--- config.mk ---
export PLATFORM = sky130hd
export DESIGN_NAME = multicycle_control
export DESIGN_NICKNAME = d
export VERILOG_FILES = /design/src/rtl/riscv_mini_pkg.sv /design/src/rtl/opcode_class_decode.sv /design/src/rtl/multicycle_control.sv
export SDC_FILE = /design/constraint.sdc
export NUM_CORES = 1
export LEC_CHECK = 0
export CORE_UTILIZATION = 49
export CTS_BUF_LIST = sky130_fd_sc_hd__clkbuf_4 sky130_fd_sc_hd__clkbuf_8 sky130_fd_sc_hd__clkbuf_16
export DETAILED_ROUTE_END_ITERATION = 10
export GPL_TIMING_DRIVEN = 0
export MAX_ROUTING_LAYER = met4
export PLACE_DENSITY = 0.89
export SLEW_MARGIN = 30
export SYNTH_ARGS = -nofsm -noshare
export SYNTH_HDL_FRONTEND = slang
export SYNTH_SLANG_ARGS = --single-unit
--- constraint.sdc ---
create_clock -name clk -period 2 [get_ports clk]
set_input_delay 0.2 -clock clk [delete_from_list [all_inputs] [get_ports clk]]
set_output_delay 0.2 -clock clk [all_outputs]
set_load 0.01 [all_outputs]
--- src/rtl/riscv_mini_pkg.sv ---
// Shared encodings for the RISCV-Mini multi-cycle control path:
// FSM states, instruction classes, opcode values and ALU/PC select codes.
package riscv_mini_pkg;

    typedef enum logic [2:0] {
        S_IDLE   = 3'd0,
        S_FETCH  = 3'd1,
        S_DECODE = 3'd2,
        S_EXEC   = 3'd3,
        S_MEM    = 3'd4,
        S_WB     = 3'd5,
        S_TRAP   = 3'd6
    } state_t;

    // Instruction class held for the whole instruction once decoded.
    typedef enum logic [1:0] {
        C_R   = 2'd0,
        C_LW  = 2'd1,
        C_SW  = 2'd2,
        C_BEQ = 2'd3
    } iclass_t;

    localparam logic [6:0] OP_R   = 7'b0110011;
    localparam logic [6:0] OP_LW  = 7'b0000011;
    localparam logic [6:0] OP_SW  = 7'b0100011;
    localparam logic [6:0] OP_BEQ = 7'b1100011;

    localparam logic [1:0] ALUOP_ADD   = 2'b00;
    localparam logic [1:0] ALUOP_SUB   = 2'b01;
    localparam logic [1:0] ALUOP_FUNCT = 2'b10;

    localparam logic PCSEL_PLUS4  = 1'b0;
    localparam logic PCSEL_BRANCH = 1'b1;

    // Datapath strobe bundle driven by the sequencer.
    typedef struct packed {
        logic       imem_req;
        logic       dmem_req;
        logic       mem_write;
        logic       ir_write;
        logic       pc_write;
        logic       pc_sel;
        logic [1:0] alu_op;
        logic       alu_src;
        logic       reg_write;
        logic       mem_to_reg;
    } ctrl_t;

    localparam ctrl_t CTRL_NONE = '0;

endpackage

--- src/rtl/opcode_class_decode.sv ---
// Combinational opcode classifier: maps IR[6:0] to an instruction class
// and flags whether the opcode is one the sequencer can execute.
module opcode_class_decode
    import riscv_mini_pkg::*;
(
    input  logic [6:0] opcode,
    output iclass_t    iclass,
    output logic       legal
);

    // Unsupported opcodes report class R with legal low; the caller traps.
    always_comb begin
        iclass = C_R;
        legal  = 1'b0;
        case (opcode)
            OP_R: begin
                iclass = C_R;
                legal  = 1'b1;
            end
            OP_LW: begin
                iclass = C_LW;
                legal  = 1'b1;
            end
            OP_SW: begin
                iclass = C_SW;
                legal  = 1'b1;
            end
            OP_BEQ: begin
                iclass = C_BEQ;
                legal  = 1'b1;
            end
            default: begin
                iclass = C_R;
                legal  = 1'b0;
            end
        endcase
    end

endmodule

--- src/rtl/multicycle_control.sv ---
// Multi-cycle sequencer for RISCV-Mini. Walks FETCH/DECODE/EXEC/MEM/WB,
// time-sharing one ALU, and handshakes with instruction and data memory.
// Illegal opcodes park the FSM in TRAP until reset.
module multicycle_control
    import riscv_mini_pkg::*;
(
    input  logic        clk,
    input  logic        reset,
    input  logic        run,
    input  logic [6:0]  opcode,
    input  logic        alu_zero,
    input  logic        imem_ready,
    input  logic        dmem_ready,
    output logic        imem_req,
    output logic        dmem_req,
    output logic        MemWrite,
    output logic        IRWrite,
    output logic        PCWrite,
    output logic        PCSel,
    output logic [1:0]  ALUOp,
    output logic        ALUSrc,
    output logic        RegWrite,
    output logic        MemtoReg,
    output logic        busy,
    output logic        trap,
    output logic [31:0] instret
);

    state_t      state;
    iclass_t     cls_q;
    iclass_t     dec_cls;
    logic        dec_legal;
    logic        retire;
    state_t      after_retire;
    logic [31:0] instret_q;
    ctrl_t       ctrl;

    opcode_class_decode u_dec (
        .opcode (opcode),
        .iclass (dec_cls),
        .legal  (dec_legal)
    );

    // Retire is the last cycle of an instruction; run is only looked at here
    // and in IDLE, so dropping it mid-instruction lets the instruction finish.
    always_comb begin
        retire = ((state == S_EXEC) && (cls_q == C_BEQ))
              || ((state == S_MEM) && (cls_q == C_SW) && dmem_ready)
              || (state == S_WB);
        after_retire = run ? S_FETCH : S_IDLE;
    end

    // Sequencer state and class register; class is frozen at DECODE so later
    // opcode changes cannot disturb the running instruction.
    always_ff @(posedge clk) begin
        if (reset) begin
            state <= S_IDLE;
            cls_q <= C_R;
        end else begin
            case (state)
                S_IDLE: begin
                    if (run) state <= S_FETCH;
                end
                S_FETCH: begin
                    if (imem_ready) state <= S_DECODE;
                end
                S_DECODE: begin
                    if (dec_legal) begin
                        cls_q <= dec_cls;
                        state <= S_EXEC;
                    end else begin
                        state <= S_TRAP;
                    end
                end
                S_EXEC: begin
                    case (cls_q)
                        C_R:        state <= S_WB;
                        C_LW, C_SW: state <= S_MEM;
                        default:    state <= after_retire;
                    endcase
                end
                S_MEM: begin
                    if (dmem_ready) state <= (cls_q == C_LW) ? S_WB : after_retire;
                end
                S_WB: begin
                    state <= after_retire;
                end
                S_TRAP: begin
                    state <= S_TRAP;
                end
                default: begin
                    state <= S_IDLE;
                end
            endcase
        end
    end

    // Retired-instruction counter; reset wins over a coincident retire.
    always_ff @(posedge clk) begin
        if (reset) begin
            instret_q <= '0;
        end else if (retire) begin
            instret_q <= instret_q + 32'd1;
        end
    end

    // Strobe decode: Moore on state/class, except the FETCH strobes (imem_ready)
    // and the branch PC load (alu_zero). Reset suppresses every strobe so an
    // aborted instruction leaves no architectural side effect.
    always_comb begin
        ctrl = CTRL_NONE;
        case (state)
            S_FETCH: begin
                ctrl.imem_req = 1'b1;
                if (imem_ready) begin
                    ctrl.ir_write = 1'b1;
                    ctrl.pc_write = 1'b1;
                    ctrl.pc_sel   = PCSEL_PLUS4;
                end
            end
            S_EXEC: begin
                case (cls_q)
                    C_R: begin
                        ctrl.alu_op  = ALUOP_FUNCT;
                        ctrl.alu_src = 1'b0;
                    end
                    C_LW, C_SW: begin
                        ctrl.alu_op  = ALUOP_ADD;
                        ctrl.alu_src = 1'b1;
                    end
                    default: begin
                        ctrl.alu_op   = ALUOP_SUB;
                        ctrl.alu_src  = 1'b0;
                        ctrl.pc_sel   = PCSEL_BRANCH;
                        ctrl.pc_write = alu_zero;
                    end
                endcase
            end
            S_MEM: begin
                ctrl.dmem_req  = 1'b1;
                ctrl.mem_write = (cls_q == C_SW);
            end
            S_WB: begin
                ctrl.reg_write  = 1'b1;
                ctrl.mem_to_reg = (cls_q == C_LW);
            end
            default: begin
                ctrl = CTRL_NONE;
            end
        endcase
        if (reset) ctrl = CTRL_NONE;
    end

    assign imem_req = ctrl.imem_req;
    assign dmem_req = ctrl.dmem_req;
    assign MemWrite = ctrl.mem_write;
    assign IRWrite  = ctrl.ir_write;
    assign PCWrite  = ctrl.pc_write;
    assign PCSel    = ctrl.pc_sel;
    assign ALUOp    = ctrl.alu_op;
    assign ALUSrc   = ctrl.alu_src;
    assign RegWrite = ctrl.reg_write;
    assign MemtoReg = ctrl.mem_to_reg;
    assign busy     = (state != S_IDLE) && (state != S_TRAP);
    assign trap     = (state == S_TRAP);
    assign instret  = instret_q;

endmodule

# Word-level counts from Yosys, hierarchy flattened
# Cells that the tools add are included.
# W data, S select, Z words.
[totals]
register_bits = 37
inputBits = 13
[op_classes]
n_reduce_logical = 14
eq_ne = 17
n_mux = 20
n_addsub = 1
[ops]
columns = ["cell", "n"]
rows = [
  ["$add A32 B1 Y32 const B", 1],
  ["$mux W3", 7],
  ["$pmux W3 S7", 1],
  ["$eq A7 B6 Y1 const B", 2],
  ["$pmux W3 S2", 2],
  ["$mux W11", 1],
  ["$eq A3 B3 Y1 const B", 3],
  ["$eq A7 B2 Y1 const B", 1],
  ["$eq A7 B7 Y1 const B", 1],
  ["$eq A3 B2 Y1 const B", 2],
  ["$mux W2", 3],
  ["$ne A2 B2 Y1 const B", 3],
  ["$pmux W2 S3", 1],
  ["$eq A2 B2 Y1 const B", 2],
  ["$logic_and A1 B1 Y1", 4],
  ["$mux W1", 4],
  ["$pmux W2 S2", 1],
  ["$reduce_or A4 Y1", 1],
  ["$eq A3 B1 Y1 const B", 1],
  ["$logic_not A3 Y1", 1],
  ["$ne A3 B3 Y1 const B", 1],
  ["$reduce_and A3 Y1", 1],
  ["$reduce_bool A3 Y1", 1],
  ["$reduce_or A3 Y1", 1],
  ["5 further kinds", 6],
]

# Logic depth before layout (Yosys ltp)
# Gate-level depths: netlist of the first run.
[depth]
depth_word = 5
ltp_mapped = 9
ltp_nobuf = 6

# Cells and area by module
# Synthesis of the first run repeated with hierarchy kept, for this count alone.
[unflattened]
cells_unflattened = 252
area_unflattened_um2 = 2075.7
[modules_own_cells]
columns = ["module", "cells_each", "area_per_inst_um2", "n_inst"]
rows = [
  ["multicycle_control", 244, 2015.7, 1],
  ["opcode_class_decode", 8, 60.1, 1],
]

# Worst setup path after synthesis of the first run
# No wires, ideal clock.
[synth_timing]
path_kind = "register -> register"
startpoint = "reg cls_q[0]"
endpoint = "reg instret_q[30], in the netlist instret[30]"
setup_ps = 121
setup_slack_ps = 127
synth_period_minus_slack_ps = 1873
arrival_ps = 1753
required_time_ps = 1879
stages_incl_launch_ff = 8
n_path_buf = 2
cell_sequence = "dfxtp_1 -> ha_1 -> nand3_1 -> o22a_1 -> buf_6 -> buf_2 -> nor4_1 -> mux2_2"
[synth_via]
elab_chain_len = 5
elab_cells_between_ends = 7
cone_classes = "eq/ne: 2; reduce/logical: 5"
[synth_rtl]
columns = ["item", "line", "source"]
rows = [
  ["start: declaration", "multicycle_control.sv:30", "iclass_t cls_q;"],
  ["start signal: assignment", "multicycle_control.sv:69", "cls_q <= dec_cls;"],
  ["$eq A2 B2 Y1", "multicycle_control.sv:48", "|| ((state == S_MEM) && (cls_q == C_SW) && dmem_ready)"],
  ["$logic_and A1 B1 Y1 (2 in a row)", "multicycle_control.sv:48", ""],
  ["$logic_or A1 B1 Y1 (*)", "multicycle_control.sv:48", ""],
  ["$logic_or A1 B1 Y1 (*)", "multicycle_control.sv:49", "|| (state == S_WB);"],
  ["end signal: assignment", "multicycle_control.sv:103", "instret_q <= instret_q + 32'd1;"],
  ["end: declaration", "multicycle_control.sv:35", "logic [31:0] instret_q;"],
]
# Mark *: on every way between the ends. The rest lies on a longest branch, timed or not.
# A chain may end at the register's enable or synchronous reset.

# Final worst setup path of the first run
[layout_timing]
startpoint = "reg state[0]"
endpoint = "out ALUSrc"
[layout_via]
elab_chain_len = 3
[layout_rtl]
columns = ["item", "line", "source"]
rows = [
  ["start: declaration", "multicycle_control.sv:29", "state_t state;"],
  ["start signal: assignment", "multicycle_control.sv:79", "default: state <= after_retire;"],
  ["start signal: assignment", "multicycle_control.sv:83", "if (dmem_ready) state <= (cls_q == C_LW) ? S_WB : after_retire;"],
  ["start signal: assignment", "multicycle_control.sv:86", "state <= after_retire;"],
  ["$eq A3 B2 Y1", "multicycle_control.sv:112", "case (state)"],
  ["$mux W3", "multicycle_control.sv:112", ""],
  ["$mux W11", "multicycle_control.sv:151", "if (reset) ctrl = CTRL_NONE;"],
  ["end: declaration", "multicycle_control.sv:21", "output logic ALUSrc,"],
]
# No other way between the ends.

==> results of run 1 <==
-- registers in the layout, indices dropped and copies added, names as in the netlist --
| register | count |
|---|---|
| cls_q | 2 |
| instret | 32 |
| state | 3 |
-- cell type report --
type / count / area [sq um] / area share, %
flip-flops and latches: 37 / 753 / 22.8
clock buffers: 6 / 82.6 / 2.50
well taps: 52 / 65.1 / 1.97
multi-input cells: 210 / 1600 / 48.6
plain buffers: 18 / 136 / 4.13
inverters: 10 / 37.5 / 1.14
clock inverters: 2 / 37.5 / 1.14
repair buffers: 60 / 586 / 17.7
-- kinds of logic after synthesis --
logic type,synth area share [%]
muxes,6.45
adders and majority gates,3.34
and+or+nand+nor,34.2
buffers and inverters,6.17
AOI/OAI and AO/OA,16.6
DFF,32.9
xor gates and xnor gates,0.389
-- stage by stage --
step	TNS [ns]	util [%]
after floorplan	0	-
final	-0.224	75.3
after global placement	-2.94	65.8
after detailed placement	-4.10	65.8
after global routing	-1.15	75.3
after CTS	-0.373	71.1
-- layer usage --
metal / wire length (microns) / track usage, % / vias up
met5: 0 / - / -
met3: 374 / 5.81 / 16
met2: 3290 / 42.7 / 103
met1: 2860 / 32.1 / 1152
li1: - / - / 1155
met4: 132 / 7.78 / 0
-- worst min-delay path, stage by stage (launching register included) --
cell,delay (ns)
dfxtp_1,0.34
o31ai_1,0.07
a21oi_1,0.06
-- synth_stat cells, drive strengths merged, types with 3 or more instances --
cell    count
nor2       16
nor4       11
and3        8
nand4       9
inv        10
or4        10
nand3      12
a21oi      30
ha          6
and2        7
nor2b      12
clkbuf     10
mux2       12
nand2      11
nor3        5
o21ai      10
nand2b      5
buf         9
or3        11
and4        4
nand3b      3
o31ai      10
o211ai      3
dfxtp      37
-- final timing paths --
kind,startpoint,endpoint,slack [ns],cells past startpoint
setup / recovery,state[0],ALUSrc,-0.07,5
hold / removal,instret[16],instret[16],0.51,2
setup reg to reg,cls_q[0],instret[20],0,8
hold reg to reg,instret[16],instret[16],0.51,2
-- power breakdown --
group          switching [W]  internal (W)
clock               0.000286      0.000406
combinational       0.000215      0.000173
sequential         0.0000187      0.000754
-- what timing repair did --
item	4_1_cts	5_1_grt
gates cloned	0	1
endpoints found under the setup margin	35	32
hold buffers	0	0
setup buffers	0	2
gates resized for setup	38	42
pin swaps	5	4
==> flow_summary.json, run 1 <==
{
  "clk-insertion-delay-late_ns": 0.29,
  "fin_skew_ns": 0.00359,
  "drive_gt1_share_pct": 21.6,
  "post-place-ws_ns": -0.309,
  "die_w_microns": 69.8,
  "die_area_sq_um": 4870,
  "vias_per_cell": 6.14,
  "htree_levels": 2,
  "startpoint_type": "flip-flop",
  "globalRouteOverflowTotal": 0,
  "die-height_microns": 69.8,
  "routedWlPerCell_microns": 16.9,
  "cp_num_buf_inv": 3,
  "hold_class": "flip-flop to flip-flop",
  "cp-end-kind": "primary output",
  "fp.coreArea_sq_um": 4380,
  "p_leak_nw": 1.26,
  "crit_arrival_ns": 1.87,
  "antenna_found_initial": 0,
  "worstPathCellList": "buf_6 > inv_1 > nor3_4 > and3_1 > clkdlybuf4s50_1",
  "yosys_warnings": 0,
  "ys_types": 45,
  "violations": "negative setup slack",
  "relSlewSlack_pct": 62.4,
  "stdcell_area_sq_um": 3300,
  "async_reset_ff_share_pct": 0,
  "grt_start_max_net_pins": 13,
  "yosys-top-cells-area": "dfxtp_1 33%, a21oi_1 6.4%, mux2_2 6.0%",
  "grt_pass1_wl_microns": 10000,
  "io_pins": 58,
  "final_nets": 361,
  "grtUsageTotal_pct": 26.1,
  "drv_slew": 0,
  "cts.sinks": 37,
  "num_rows": 24,
  "path_delay_family": "buffers and inverters",
  "p_total_w": 0.00185,
  "place_area_sq_um": 2890,
  "port_buffers": 57,
  "finalHoldViolCount": 0,
  "slowest_delay_ns": 0.54,
  "layout_commonest_cell": "clkdlybuf4s50_1",
  "critPathKind": "flip-flop to primary output",
  "clock-root-buffer": "clkbuf_8",
  "drc": 0,
  "synth_edf_count": 0,
  "outcome": "complete, but fails checks",
  "worstMarginPinSlew_ns": 0.564,
  "diodes": 0,
  "ir_drop_uv": 332,
  "period_share_pct": 103,
  "grt_pass1_vias": 2150,
  "mostFrequentLayoutCells": "50 x clkdlybuf4s50_1, 29 x dfxtp_1, 27 x a21oi_1, 16 x nor2_1, 12 x nor2b_1",
  "powerDensity_nw_per_um2": 561,
  "place_congestion": 0.931,
  "syn_inst": 276,
  "maxCapViolations": 0,
  "clk_pin_slew_ns": 0.08,
  "fill_cells": 314,
  "dp_hpwl_microns": 4180,
  "start_util_pct": 51.3,
  "ys.flop_type": "dfxtp_1",
  "setup_slack_ns": -0.0665,
  "clock_path_buffers": 2,
  "drtIter0Drc": 263,
  "avgSynthCellArea_sq_um": 8.16,
  "synth_top_cell_area_share_pct": 32.9,
  "required_ns": 1.80,
  "ys_ff_latch": 37,
  "seq_area_frac_synth_pct": 32.9,
  "hold_slack_ns": 0.508,
  "vias": 2426,
  "min_period_ns": 2.07,
  "cts_buffers": 5,
  "dp.cells": 385,
  "ant_nets": 0,
  "clock.fmax_mhz": 484,
  "rsz0062_at_grt": "true",
  "instances_no_fill": 395,
  "tritoncts": "built",
  "firstDrtPassIters": 4,
  "syn_area_sq_um": 2250,
  "crit_path_top_delay_cell": "clkdlybuf4s50_1",
  "drt_wl_total_microns": 6660,
  "final-setup-viol-count": 6,
  "synth_nets": 295,
  "yosys.area.top_type": "dfxtp_1",
  "syn_to_final_growth_pct": 46.6,
  "cp_max_fo": 10
}
(Power assumes the default switching activity.)
==> inputs of run 2 (changes only) <==
- CTS_BUF_LIST: sky130_fd_sc_hd__clkbuf_4 sky130_fd_sc_hd__clkbuf_8 sky130_fd_sc_hd__clkbuf_16 -> unset
==> results of run 2 <==
No change in the layout: final DEF, timing and power equal those of run 1.
==> inputs of run 3 (changes only) <==
- CORE_UTILIZATION: 49 -> 50
- CTS_BUF_LIST: unset -> sky130_fd_sc_hd__clkbuf_8
- PLACE_DENSITY: 0.89 -> 0.92
- SYNTH_HIERARCHICAL: unset -> 1
==> flow_summary.json, run 3 <==
{
  "clock-root-buffer": "clkbuf_8",
  "ys_ff_latch": 37,
  "grt_pass1_wl_microns": 8380,
  "cp_num_buf_inv": 1,
  "diodes": 0,
  "htree_levels": 2,
  "worstPathCellList": "ha_1 > and4_1 > nand4_1 > buf_4 > nor4b_1 > xnor2_1 > nor2_1",
  "crit_arrival_ns": 2.19,
  "synth_edf_count": 0,
  "vias_per_cell": 5.70,
  "cts_buffers": 5,
  "hold_class": "flip-flop to flip-flop",
  "cp-end-kind": "flip-flop",
  "dp_hpwl_microns": 3720,
  "antenna_found_initial": 0,
  "finalHoldViolCount": 0,
  "ys_types": 41,
  "tritoncts": "built",
  "setup_slack_ns": -0.0311,
  "syn_area_sq_um": 2080,
  "drc": 0,
  "die-height_microns": 66.4,
  "instances_no_fill": 368,
  "post-synth-top-count-cell": "nor2_1",
  "seq_area_frac_synth_pct": 35.7,
  "num_rows": 23,
  "min_period_ns": 2.03,
  "ant_nets": 0,
  "cp_max_fo": 6,
  "relSlewSlack_pct": 65.8,
  "yosys.area.top_type": "dfxtp_1",
  "p_total_w": 0.00144,
  "cts.sinks": 37,
  "powerDensity_nw_per_um2": 493,
  "yosys-top-cells-area": "dfxtp_1 36%, xnor2_1 10%, nor2_1 7.1%",
  "final-setup-viol-count": 1,
  "clock.fmax_mhz": 492,
  "clock_path_buffers": 2,
  "grtUsageTotal_pct": 25.4,
  "io_pins": 58,
  "clk_pin_slew_ns": 0.07,
  "crit_path_top_delay_cell": "dfxtp_1",
  "fill_cells": 284,
  "startpoint_type": "flip-flop",
  "syn_to_final_growth_pct": 40.8,
  "grt_start_max_net_pins": 11,
  "drv_slew": 0,
  "globalRouteOverflowTotal": 0,
  "layout_commonest_cell": "clkdlybuf4s50_1",
  "synth_common_cells": "39 x nor2_1, 37 x dfxtp_1, 24 x xnor2_1, 18 x nand2_1",
  "async_reset_ff_share_pct": 0,
  "fin_skew_ns": 0.00372,
  "drt_wl_total_microns": 5350,
  "place_congestion": 0.866,
  "mostFrequentLayoutCells": "47 x clkdlybuf4s50_1, 39 x nor2_1, 34 x dfxtp_1, 24 x xnor2_1, 18 x nand2_1",
  "post-place-ws_ns": -0.225,
  "path_delay_family": "simple AND/OR/NAND/NOR gates",
  "yosys_warnings": 6,
  "ir_drop_uv": 457,
  "largest_reg_flops": 32,
  "drtIter0Drc": 137,
  "cts_hold_buffers": 0,
  "grt_pass1_vias": 1915,
  "critPathKind": "flip-flop to flip-flop",
  "port_buffers": 57,
  "slowest_delay_ns": 0.42,
  "period_share_pct": 102,
  "routedWlPerCell_microns": 14.5,
  "vias": 2099,
  "avgSynthCellArea_sq_um": 8.24,
  "dp.cells": 359,
  "final_nets": 338,
  "die_area_sq_um": 4410,
  "outcome": "complete, but fails checks",
  "worstMarginPinSlew_ns": 0.513,
  "fp.coreArea_sq_um": 4000,
  "start_util_pct": 51.9,
  "drive_gt1_share_pct": 11.6,
  "synth_nets": 272,
  "violations": "negative setup slack",
  "clk-insertion-delay-late_ns": 0.28,
  "required_ns": 2.16,
  "die_w_microns": 66.4,
  "synth_top_cell_area_share_pct": 35.7,
  "syn_inst": 252,
  "firstDrtPassIters": 4,
  "p_leak_nw": 1.12,
  "maxCapViolations": 0,
  "ys.flop_type": "dfxtp_1"
}
## run 3: changes by cell type after synthesis, sizes merged, moves of 5 or more
cell   change
or3        -7
xnor2     +23
nand4      -5
nand2      +7
o31ai     -10
a21oi     -21
or4        -7
mux2      -11
buf        -7
inv        -6
nor2      +23
## run 3: per-stage QoR
stage / hold slack [ns] / instance area [sq um] / TNS [ns] / utilization, %
final: 0.515 / 2920 / -0.0311 / 73.1
after global routing: 0.529 / 2920 / -0.133 / 73.1
after CTS: 0.530 / 2840 / 0 / 71.0
after detailed placement: 0.521 / 2710 / -3.80 / 67.7
after global placement: 0.495 / 2710 / -1.69 / 67.7
after floorplan: 0.368 / 2080 / 0 / -
## run 3: path summary, 6_finish.rpt
check / slack (ns) / endpoint / cells past startpoint / from
worst max-delay path: -0.03 / instret[22] / 7 / instret[0]
worst min-delay path: 0.52 / instret[5] / 2 / instret[5]
worst max register to register: -0.03 / instret[22] / 7 / instret[0]
worst min register to register: 0.52 / instret[5] / 2 / instret[5]
## run 3: kinds of logic after synthesis
logic type	Yosys count	synth area share (%)
muxes	4	1.99
AOI/OAI and AO/OA	25	7.23
xor gates and xnor gates	26	11.0
adders and majority gates	8	4.76
buffers and inverters	15	2.83
DFF	37	35.7
and+or+nand+nor	137	36.5
## run 3: report_power, final
part | total, W | internal, W | switching, W | leakage (nW)
Combinational | 0.000180 | 0.0000878 | 0.0000919 | 0.776
Sequential | 0.000750 | 0.000743 | 0.00000651 | 0.300
Clock | 0.000511 | 0.000268 | 0.000243 | 0.0485
Total | 0.00144 | 0.00110 | 0.000341 | 1.12
## run 3: area by class of cell
type	count	area, sq um	share of cell area [%]
clock buffers	6	82.6	2.83
well taps	50	62.6	2.14
flip-flops and latches	37	744	25.5
multi-input cells	200	1340	45.8
repair buffers	59	596	20.4
plain buffers	11	78.8	2.70
clock inverters	1	3.75	0.128
inverters	4	15.0	0.514
## run 3: worst register-to-register path: cells and delay by family, from the launching register on
kind / cells / cell delay [ns]
buffers and inverters: 1 / 0.19
flip-flops: 1 / 0.42
AND/OR/NAND/NOR: 4 / 0.88
XOR/XNOR: 1 / 0.18
adder cells (fa/ha/maj): 1 / 0.25
## run 3: routing by layer
metal,global-route usage [%],part of all wire [%],vias to the layer above
met2,43.1,49,94
met1,28.2,40,977
li1,-,-,1014
met4,11.7,2.2,0
met3,5.86,8.1,14
met5,-,0,-
## run 3: timing repair
item | in CTS | in global routing
setup buffers | 0 | 2
gates resized for setup | 23 | 20
pin swaps | 0 | 2
endpoints found under the hold margin | 0 | 0
setup endpoints to repair | 35 | 28
